[src/rtl/wb_pkg.sv]
// Shared widths and types for the integer-register writeback path.
package wb_pkg;

  localparam int XLEN       = 32;
  localparam int REG_ADDR_W = 5;
  localparam int NUM_REGS   = 1 << REG_ADDR_W;

  typedef logic [REG_ADDR_W-1:0] reg_addr_t;

  // One buffered long-latency result: destination plus value.
  typedef struct packed {
    reg_addr_t       rd;
    logic [XLEN-1:0] data;
  } wb_entry_t;

  // One pending bit per architectural register.
  typedef logic [NUM_REGS-1:0] busy_vec_t;

endpackage

[src/rtl/wb_fifo.sv]
// Small synchronous FIFO holding LSU results until a register-file slot is free.
module wb_fifo
  import wb_pkg::*;
#(
  parameter int DEPTH = 2
) (
  input  logic      clk,
  input  logic      rst,
  input  logic      push,
  input  wb_entry_t push_data,
  input  logic      pop,
  output logic      full,
  output logic      empty,
  output wb_entry_t head
);

  localparam int PTR_W = $clog2(DEPTH);
  localparam int CNT_W = PTR_W + 1;

  wb_entry_t        mem [DEPTH];
  logic [PTR_W-1:0] wr_ptr;
  logic [PTR_W-1:0] rd_ptr;
  logic [CNT_W-1:0] count;
  logic             do_push;
  logic             do_pop;

  // Guard against overflow/underflow so a careless caller cannot corrupt state.
  assign do_push = push && !full;
  assign do_pop  = pop && !empty;

  assign full  = (count == CNT_W'(DEPTH));
  assign empty = (count == '0);
  assign head  = mem[rd_ptr];

  // Pointers wrap naturally because DEPTH is a power of two; count tracks occupancy.
  always_ff @(posedge clk or negedge rst) begin
    if (!rst) begin
      wr_ptr <= '0;
      rd_ptr <= '0;
      count  <= '0;
    end else begin
      if (do_push) wr_ptr <= wr_ptr + PTR_W'(1);
      if (do_pop)  rd_ptr <= rd_ptr + PTR_W'(1);
      case ({do_push, do_pop})
        2'b10:   count <= count + CNT_W'(1);
        2'b01:   count <= count - CNT_W'(1);
        default: ;
      endcase
    end
  end

  // Entry storage written on push.
  // NOTE: storage has no reset; the occupancy counter alone decides which entries are valid.
  always_ff @(posedge clk) begin
    if (do_push) mem[wr_ptr] <= push_data;
  end

endmodule

[src/rtl/writeback_unit.sv]
// Register-file writer: merges ALU and buffered LSU results, keeps a busy scoreboard.
module writeback_unit
  import wb_pkg::*;
#(
  parameter int LSU_FIFO_DEPTH = 2
) (
  input  logic                  clk,
  input  logic                  rst,
  input  logic                  issue_valid,
  input  logic [REG_ADDR_W-1:0] issue_rd,
  input  logic                  alu_valid,
  input  logic [REG_ADDR_W-1:0] alu_rd,
  input  logic [XLEN-1:0]       alu_data,
  input  logic                  lsu_valid,
  output logic                  lsu_ready,
  input  logic [REG_ADDR_W-1:0] lsu_rd,
  input  logic [XLEN-1:0]       lsu_data,
  input  logic [REG_ADDR_W-1:0] chk_rs1,
  input  logic [REG_ADDR_W-1:0] chk_rs2,
  input  logic [REG_ADDR_W-1:0] chk_rd,
  output logic                  stall,
  output logic [NUM_REGS-1:0]   busy,
  output logic                  rf_we,
  output logic [REG_ADDR_W-1:0] rf_rd,
  output logic [XLEN-1:0]       rf_wdata
);

  logic      ready_q;
  logic      fifo_full;
  logic      fifo_empty;
  wb_entry_t fifo_head;
  wb_entry_t lsu_entry;
  logic      lsu_push;
  logic      alu_sel;
  logic      fifo_pop;
  logic      lsu_write;
  busy_vec_t busy_q;
  busy_vec_t busy_next;

  assign lsu_entry = '{rd: lsu_rd, data: lsu_data};

  // ready comes only from flops so the LSU sees no combinational path back from its own valid.
  assign lsu_ready = ready_q && !fifo_full;
  assign lsu_push  = lsu_valid && lsu_ready;

  // ALU owns the slot unless it targets x0; otherwise the FIFO head drains.
  assign alu_sel   = alu_valid && (alu_rd != '0);
  assign fifo_pop  = !alu_sel && !fifo_empty;
  assign lsu_write = fifo_pop && (fifo_head.rd != '0);

  wb_fifo #(
    .DEPTH(LSU_FIFO_DEPTH)
  ) u_fifo (
    .clk       (clk),
    .rst       (rst),
    .push      (lsu_push),
    .push_data (lsu_entry),
    .pop       (fifo_pop),
    .full      (fifo_full),
    .empty     (fifo_empty),
    .head      (fifo_head)
  );

  // Hold off the LSU while in reset; open up from the first edge after release.
  always_ff @(posedge clk or negedge rst) begin
    if (!rst) ready_q <= 1'b0;
    else      ready_q <= 1'b1;
  end

  // Scoreboard update: clear on LSU writeback, then set on issue so a same-edge set wins.
  // NOTE: combinational blocks use blocking assignments with a full default first, so no latch forms.
  always_comb begin
    busy_next = busy_q;
    if (lsu_write) busy_next[fifo_head.rd] = 1'b0;
    if (issue_valid && (issue_rd != '0)) busy_next[issue_rd] = 1'b1;
    busy_next[0] = 1'b0;
  end

  // Scoreboard register.
  // NOTE: sequential state uses non-blocking assignments so every flop samples pre-edge values.
  always_ff @(posedge clk or negedge rst) begin
    if (!rst) busy_q <= '0;
    else      busy_q <= busy_next;
  end

  // Registered write port; address and data hold when no write is selected.
  always_ff @(posedge clk or negedge rst) begin
    if (!rst) begin
      rf_we    <= 1'b0;
      rf_rd    <= '0;
      rf_wdata <= '0;
    end else begin
      rf_we <= alu_sel || lsu_write;
      if (alu_sel) begin
        rf_rd    <= alu_rd;
        rf_wdata <= alu_data;
      end else if (lsu_write) begin
        rf_rd    <= fifo_head.rd;
        rf_wdata <= fifo_head.data;
      end
    end
  end

  assign busy  = busy_q;
  assign stall = busy_q[chk_rs1] | busy_q[chk_rs2] | busy_q[chk_rd];

endmodule

[config.mk]
export PLATFORM = sky130hd
export DESIGN_NAME = writeback_unit
export DESIGN_NICKNAME = d
export VERILOG_FILES = /design/src/rtl/wb_pkg.sv /design/src/rtl/wb_fifo.sv /design/src/rtl/writeback_unit.sv
export SDC_FILE = /design/constraint.sdc
export NUM_CORES = 1
export LEC_CHECK = 0
export CAP_MARGIN = 20
export CORE_MARGIN = 1
export CORE_UTILIZATION = 30
export CTS_BUF_LIST = sky130_fd_sc_hd__clkbuf_4 sky130_fd_sc_hd__clkbuf_8
export DETAILED_ROUTE_END_ITERATION = 8
export GPL_ROUTABILITY_DRIVEN = 0
export PLACE_DENSITY = 0.62
export REMOVE_ABC_BUFFERS = 1
export SLEW_MARGIN = 30
export SYNTH_ARGS = -nofsm -noshare
export SYNTH_HDL_FRONTEND = slang
export SYNTH_SLANG_ARGS = --single-unit
[constraint.sdc]
create_clock -name clk -period 6.09 [get_ports clk]
set_clock_uncertainty 0.05 [all_clocks]
set_input_delay 1.827 -clock clk [delete_from_list [all_inputs] [get_ports clk]]
set_output_delay 1.827 -clock clk [all_outputs]
set_load 0.05 [all_outputs]
==> results.tsv, run 1 <==
stage	metric	value	unit
status	outcome	finished with violations	
status	failing checks	DRC	
timing	worst rel slew slack	0.392	
final_layout	layout cells sized above 1	0.109	
route	aggregate routed wire length	17800	um
final_layout	final net count	822	
route	mean number of vias per cell	5.00	
worst_setup_path	largest fanout on the critical path	7	
grt	GR met1 Demand/Resource	0.204	
final_layout	Antenna Diode Count	0	
timing	Final Worst Setup Slack	0.240	ns
synth	area of the mapped netlist	6780	um2
timing	final hold violation count	0	
timing	setup violation total in the final timing report	0	
grt	total track usage	0.158	
grt	largest net degree at the start of global routing	56	
synth	count of different cell masters after synthesis	47	
floorplan	I/O Pins	171	
timing	worst hold-check slack	0.429	ns
timing	setup repair after global routing missed its margin	no	
cts	TritonCTS clock tree	done	
worst_setup_path	Arrival @ worst endpoint	3.97	ns
synth	leading area contributor after synthesis	edfxtp_1	
worst_setup_path	kind of critical path	input port to primary output	
floorplan	Die ar.	23200	um2
synth	post-synth top area share	0.328	
synth	dominant cell by count in the synthesized netlist	o21ai_0	
cts	clock buffer depth	2	
timing	crit path time final	5.85	ns
place	total placed cells including tap cells	982	
floorplan	Core Footprint	22000	um2
route	Antenna Violating Nets Remaining	0	
power_and_ir_drop	Leakage Power	3.46	nW
worst_setup_path	Crit path required time	4.21	ns
floorplan	height of the chip	152	um
worst_setup_path	kind of start point of the critical path	input port	
power_and_ir_drop	maximum vdd drop	213	uV
synth	post-synthesis sequential area ratio	0.601	
timing	transition time at the pin with the least slew margin	0.910	ns
synth	share of flip-flops with an asynchronous set or reset	0.500	
grt	initial antenna violation count	0	
synth	total number of yosys warnings	0	
route	number of iterations in the first detailed-routing pass	6	
cts	number of buffers inserted by post-CTS setup repair	0	
place	half-perimeter wire length of the detailed placement result	12500	um
job	max-capacitance violation count	0	
timing	final worst path period share	0.961	
floorplan	total number of placement rows	54	
floorplan	initial cell density of the core	0.309	
grt	highest-utilization routing layer at the global route stage	met2	
synth	commonest cells in the netlist	o21ai_0, nand2_1, dfrtp_1, edfxtp_1, mux2i_1	
timing	final-layout setup total negative slack	0	ns
synth	Synth Register Bits	148	
route	number of DRC violations after detailed-routing iteration 0	312	
power_and_ir_drop	Power Density	473	nW/um2
synth	number of standard cells after synthesis	551	
cts	Resized cells post-CTS	0	
grt	global-route wire length before repair	28500	um
synth	count of flip-flops with a built-in enable after synthesis	74	
final_layout	final cell count without fillers	1015	
grt	Overflow after GRT	0	
synth	top post-synthesis cells by area	edfxtp_1, dfrtp_1, o21ai_0, mux2i_1, nand2_1	
worst_setup_path	crit path capture type	primary output	
synth	Syn Area/Cell	12.3	um2
route	routed via count	5079	
min_path	path type of the worst min-delay path	flop to flop	
cts	clock root buffer	clkbuf_8	
cts	Clock transition at path regs	0.08	ns
place	number of I/O port buffers	169	
cts	hold buffers post-CTS	0	
grt	via count of the first global-routing pass	5078	
synth	dominant synthesized flop cell	edfxtp_1	
timing	max-slew violation count	0	
timing	fmax	171	MHz
place	worst slack after detailed placement	0.103	ns
grt	M2 GR Usage	0.248	
grt	fraction of met3 tracks used by global routing	0.0572	
cts	total CTS buffers	17	
cts	htree depth	4	
final_layout	area added between synthesis and finish	35.8	%
floorplan	width of the die	152	um
route	Routed WL per cell	17.6	um
cts	clk sink count	148	
cts	clock latency on the worst-skew pair	0.44	ns
route	DRC violations left	13	
## worst max-delay path, stage by stage
cell and delay [ns]:
clkdlybuf4s50_1 0.66, mux4_2 0.35, o2111a_1 0.25, a2111oi_2 0.31, nor4b_2 0.24, nand3_1 0.13
buf_4 0.21
## final cells by class
type                       count  area (um2)
multi-input combinational    364        2510
clock buffer                  22         297
timing repair buffer         183        1820
fill                        2110       12800
sequential                   148        4080
inverter                       8        31.3
clock inverter                10         120
tap                          280         350
## sequential cells by signal, indices dropped and copies added (netlist names)
signal and count:
u_fifo.wr_ptr 1, rf_wdata 32, u_fifo.mem 74, u_fifo.rd_ptr 1
ready_q 1, u_fifo.count 2, rf_rd 5, rf_we 1
busy 31
## cell usage in the layout, fill, tap and decap left out, types with 2 or more instances in the layout
master	instances
or3b_2	2
nor2_1	11
buf_4	15
nand3b_1	7
nand3_1	7
nand2_1	85
dfrtp_1	73
clkinvlp_4	2
inv_6	3
a311oi_1	2
xnor2_1	4
clkdlybuf4s50_1	165
a2111oi_0	5
clkinv_2	3
inv_1	7
a221oi_1	2
edfxtp_1	74
o21ai_1	7
clkbuf_8	21
conb_1	2
mux4_2	13
nor2b_1	5
or3_1	3
dlymetal6s2s_1	2
nor3b_1	4
o31ai_1	3
mux4_1	5
o21ai_0	123
mux2i_1	44
mux2_2	7
bufinv_16	2
## cells by family after synthesis
group / share of synthesized area
compound gates: 0.124
simple gates: 0.0925
flops: 0.601
xor+xnor: 0.00646
fa+ha+maj: 0.00185
mux: 0.139
buf+inv: 0.0334
other cells: 0.00111
## final timing paths
check | startpoint | to | slack [ns] | cells past startpoint
max in group asynchronous | rst | u_fifo.rd_ptr | 3.66 | 2
min reg2reg | rf_wdata[12] | rf_wdata[12] | 0.43 | 2
min | rf_wdata[12] | rf_wdata[12] | 0.43 | 2
max | chk_rd[1] | stall | 0.24 | 7
min in group asynchronous | rst | rf_wdata[23] | 1.22 | 1
max reg2reg | u_fifo.rd_ptr | rf_wdata[29] | 2.54 | 7
## metrics by stage
step	utilization	power, mW	area [um2]
final	0.419	4.35	9200
after global routing	0.419	4.57	9200
after CTS	0.417	4.38	9160
after detailed placement	0.398	3.57	8740
after global placement	0.398	3.54	8740
after floorplan	-	2.82	6580
## per-layer routing
metal | wire, um | part of all wire | vias to the layer above
met2 | 8190 | 0.46 | 210
met1 | 7790 | 0.44 | 2479
met3 | 1710 | 0.096 | 11
li1 | - | - | 2379
met4 | 133 | 0.0075 | 0
met5 | 0 | 0 | -
## power by group
group / total [mW] / switching (mW) / internal (mW) / leakage [nW]
Combinational: 1.95 / 1.21 / 0.740 / 1.70
Clock: 0.794 / 0.378 / 0.416 / 0.210
Sequential: 1.60 / 0.275 / 1.33 / 1.55
(Power assumes the default switching activity.)
==> inputs of run 2 (changes only) <==
--- a/config.mk
+++ b/config.mk
@@ -12,6 +12,7 @@
 export DETAILED_ROUTE_END_ITERATION = 8
 export GPL_ROUTABILITY_DRIVEN = 0
 export PLACE_DENSITY = 0.62
+export RECOVER_POWER = 100
 export REMOVE_ABC_BUFFERS = 1
 export SLEW_MARGIN = 30
 export SYNTH_ARGS = -nofsm -noshare
==> run 2 against run 1 <==
  * The run ends with DRC, capacitance limit, slew limit left
  * Critical path type unchanged
  * Worst setup slack worse by 0.0068 ns
  * Utilization down 0.25 points
  * Combinational power down 5%
  * Sequential power about the same
==> results.tsv, run 2 (same netlist as run 1, synthesis figures left out) <==
stage	metric	value	unit	change
floorplan	I/O Pins	171		unchanged
worst_setup_path	Arrival @ worst endpoint	3.98	ns	about the same
grt	initial antenna violation count	4		+4
route	number of iterations in the first detailed-routing pass	7		+1
timing	max-slew violation count	38		+38
cts	clock root buffer	clkbuf_8		
power_and_ir_drop	Leakage Power	3.49	nW	+0.69%
timing	final-layout setup total negative slack	0	ns	unchanged
route	routed via count	5094		+0.30%
cts	Clock transition at path regs	0.08	ns	about the same
timing	worst rel slew slack	-0.315		-0.707
power_and_ir_drop	combinational cell fraction of total power	0.438		-0.011
route	mean number of vias per cell	5.01		about the same
cts	total CTS buffers	17		unchanged
final_layout	register cell area after layout	4080	um2	unchanged
worst_setup_path	crit path capture type	primary output		
final_layout	top library cells by usage in the layout, fill and taps aside	o21ai_0, dlygate4sd3_1, nand2_1		
grt	largest net degree at the start of global routing	56		unchanged
place	placed cell areas	8740	um2	unchanged
place	half-perimeter wire length of the detailed placement result	12500	um	unchanged
floorplan	total number of placement rows	54		unchanged
cts	TritonCTS clock tree	done		
final_layout	post-layout instance area	9150	um2	-0.58%
timing	final worst path period share	0.962		+0.00112
route	Antenna Violating Nets Remaining	0		unchanged
power_and_ir_drop	Clock power frac	0.188		+0.005
grt	Overflow after GRT	0		unchanged
final_layout	area used by multi-input combinational logic	2490	um2	-0.85%
cts	number of buffers inserted by post-CTS setup repair	0		unchanged
floorplan	height of the chip	152	um	unchanged
worst_setup_path	Crit path required time	4.21	ns	about the same
power_and_ir_drop	Power Density	465	nW/um2	-1.7%
final_layout	FILL cells	2116		+0.28%
worst_setup_path	largest fanout on the critical path	7		unchanged
place	number of I/O port buffers	169		unchanged
floorplan	initial cell density of the core	0.309		unchanged
job	max-capacitance violation count	1		+1
floorplan	Die ar.	23200	um2	unchanged
worst_setup_path	family of cells with the greatest summed delay on the critical path	buffers and inverters		
power_and_ir_drop	switching pwr	1.85	mW	-0.64%
floorplan	Core Footprint	22000	um2	unchanged
final_layout	area added between synthesis and finish	35.0	%	
status	failing checks	DRC, capacitance limit, slew limit		
timing	final hold violation count	0		unchanged
cts	clock buffer depth	2		unchanged
route	Routed WL per cell	17.5	um	about the same
timing	setup violation total in the final timing report	0		unchanged
final_layout	commonest non-fill, non-tap cell in the layout	o21ai_0		
final_layout	layout cells sized above 1	0.0980		-0.0109
status	outcome	finished with violations		
worst_setup_path	kind of critical path	input port to primary output		
worst_setup_path	kind of start point of the critical path	input port		
power_and_ir_drop	internal power summed over all cells	2.40	mW	-3.4%
cts	htree depth	4		unchanged
min_path	path type of the worst min-delay path	flop to flop		
route	aggregate routed wire length	17800	um	+0.15%
route	number of DRC violations after detailed-routing iteration 0	258		-17%
power_and_ir_drop	sequential cell fraction of total power	0.374		+0.006
cts	clock latency on the worst-skew pair	0.44	ns	about the same
grt	via count of the first global-routing pass	5078		unchanged
floorplan	width of the die	152	um	unchanged
cts	clk sink count	148		unchanged
power_and_ir_drop	switching part of the total	0.436		+0.00701
timing	transition time at the pin with the least slew margin	1.97	ns	+1.06 ns
grt	global-route wire length before repair	28500	um	unchanged
worst_setup_path	total buffers and inverters traversed by the critical path	2		unchanged
final_layout	register with the highest flop count	u_fifo.mem		
grt	total track usage	0.158		unchanged
timing	fmax	171	MHz	-0.12%
power_and_ir_drop	maximum vdd drop	208	uV	-2.1%
final_layout	final net count	822		unchanged
timing	crit path time final	5.86	ns	+0.00685 ns
final_layout	Largest register FFs	74		unchanged
worst_setup_path	cell with the largest stage delay on the worst path	clkdlybuf4s50_1		
worst_setup_path	cells along the critical path	clkdlybuf4s50_1, mux4_2, o2111a_1, a2111oi_2, nor4b_2, nand3_1, buf_4		
worst_setup_path	delay of the slowest critical-path stage	0.67	ns	about the same
timing	setup repair after global routing missed its margin	no		
route	DRC violations left	26		+13
==> run 2: cell count changes in the layout (fill, tap and decap cells not counted), sizes merged <==
cell           change
clkbuf             +6
buf                -6
clkinv             -1
diode              +2
clkinvlp           +1
dlygate4sd3      +109
clkdlybuf4s50    -109
==> run 2: path summary, 6_finish.rpt <==
kind                                from             to  slack (ns)  depth (start not counted)
min reg2reg                 rf_wdata[12]   rf_wdata[12]        0.42                          2
max in group asynchronous            rst  u_fifo.rd_ptr        2.26                          2
min in group asynchronous            rst   rf_wdata[23]        1.57                          1
max                            chk_rd[1]          stall        0.23                          7
max reg2reg                u_fifo.rd_ptr    rf_wdata[5]        2.49                          7
min                         rf_wdata[12]   rf_wdata[12]        0.42                          2
==> run 2: power by group through the flow <==
stage | Sequential, mW | Combinational [mW] | Clock (mW)
global placement | 1.61 | 1.94 | 0
global route | 1.63 | 1.98 | 0.854
CTS | 1.60 | 1.96 | 0.819
finish | 1.59 | 1.86 | 0.797
detailed placement | 1.62 | 1.96 | 0
floorplan | 2.23 | 0.591 | 0
==> run 2: layout make-up <==
type | count | area share
diodes | 2 | 0.000547
clock buffers | 22 | 0.0324
clock inverters | 10 | 0.0131
inverters | 8 | 0.00342
flip-flops and latches | 148 | 0.446
multi-input cells | 364 | 0.272
well taps | 280 | 0.0383
repair buffers | 183 | 0.195
==> run 2: timing repair <==
item,CTS,global route
resized for setup,0,4
hold buffers,0,0
setup endpoints to repair,0,1
==> run 2: routing by layer <==
metal / wire length, um / GRT usage
met5: 22 / 0
met2: 8250 / 0.248
met1: 7700 / 0.204
met4: 188 / 0.0491
met3: 1680 / 0.0572
==> run 2: per-stage QoR <==
stage	utilization	std cells	total power, mW	hold slack [ns]	setup WS, ns
floorplan	-	520	2.82	0.411	0.449
global placement	0.398	982	3.54	0.411	0.149
detailed placement	0.398	982	3.57	0.420	0.103
CTS	0.417	1014	4.38	0.438	0.0986
global route	0.416	1016	4.47	0.447	0.0157
finish	0.417	1017	4.25	0.424	0.233
==> run 2: worst reg2reg max path: stages, from the launching register on <==
cell and delay, ns:
dfrtp_2 0.61, buf_4 0.51, mux2i_1 0.63, and3_1 0.28
nand2_1 0.10, a21boi_4 0.72, clkbuf_4 0.44, o21ai_0 0.13
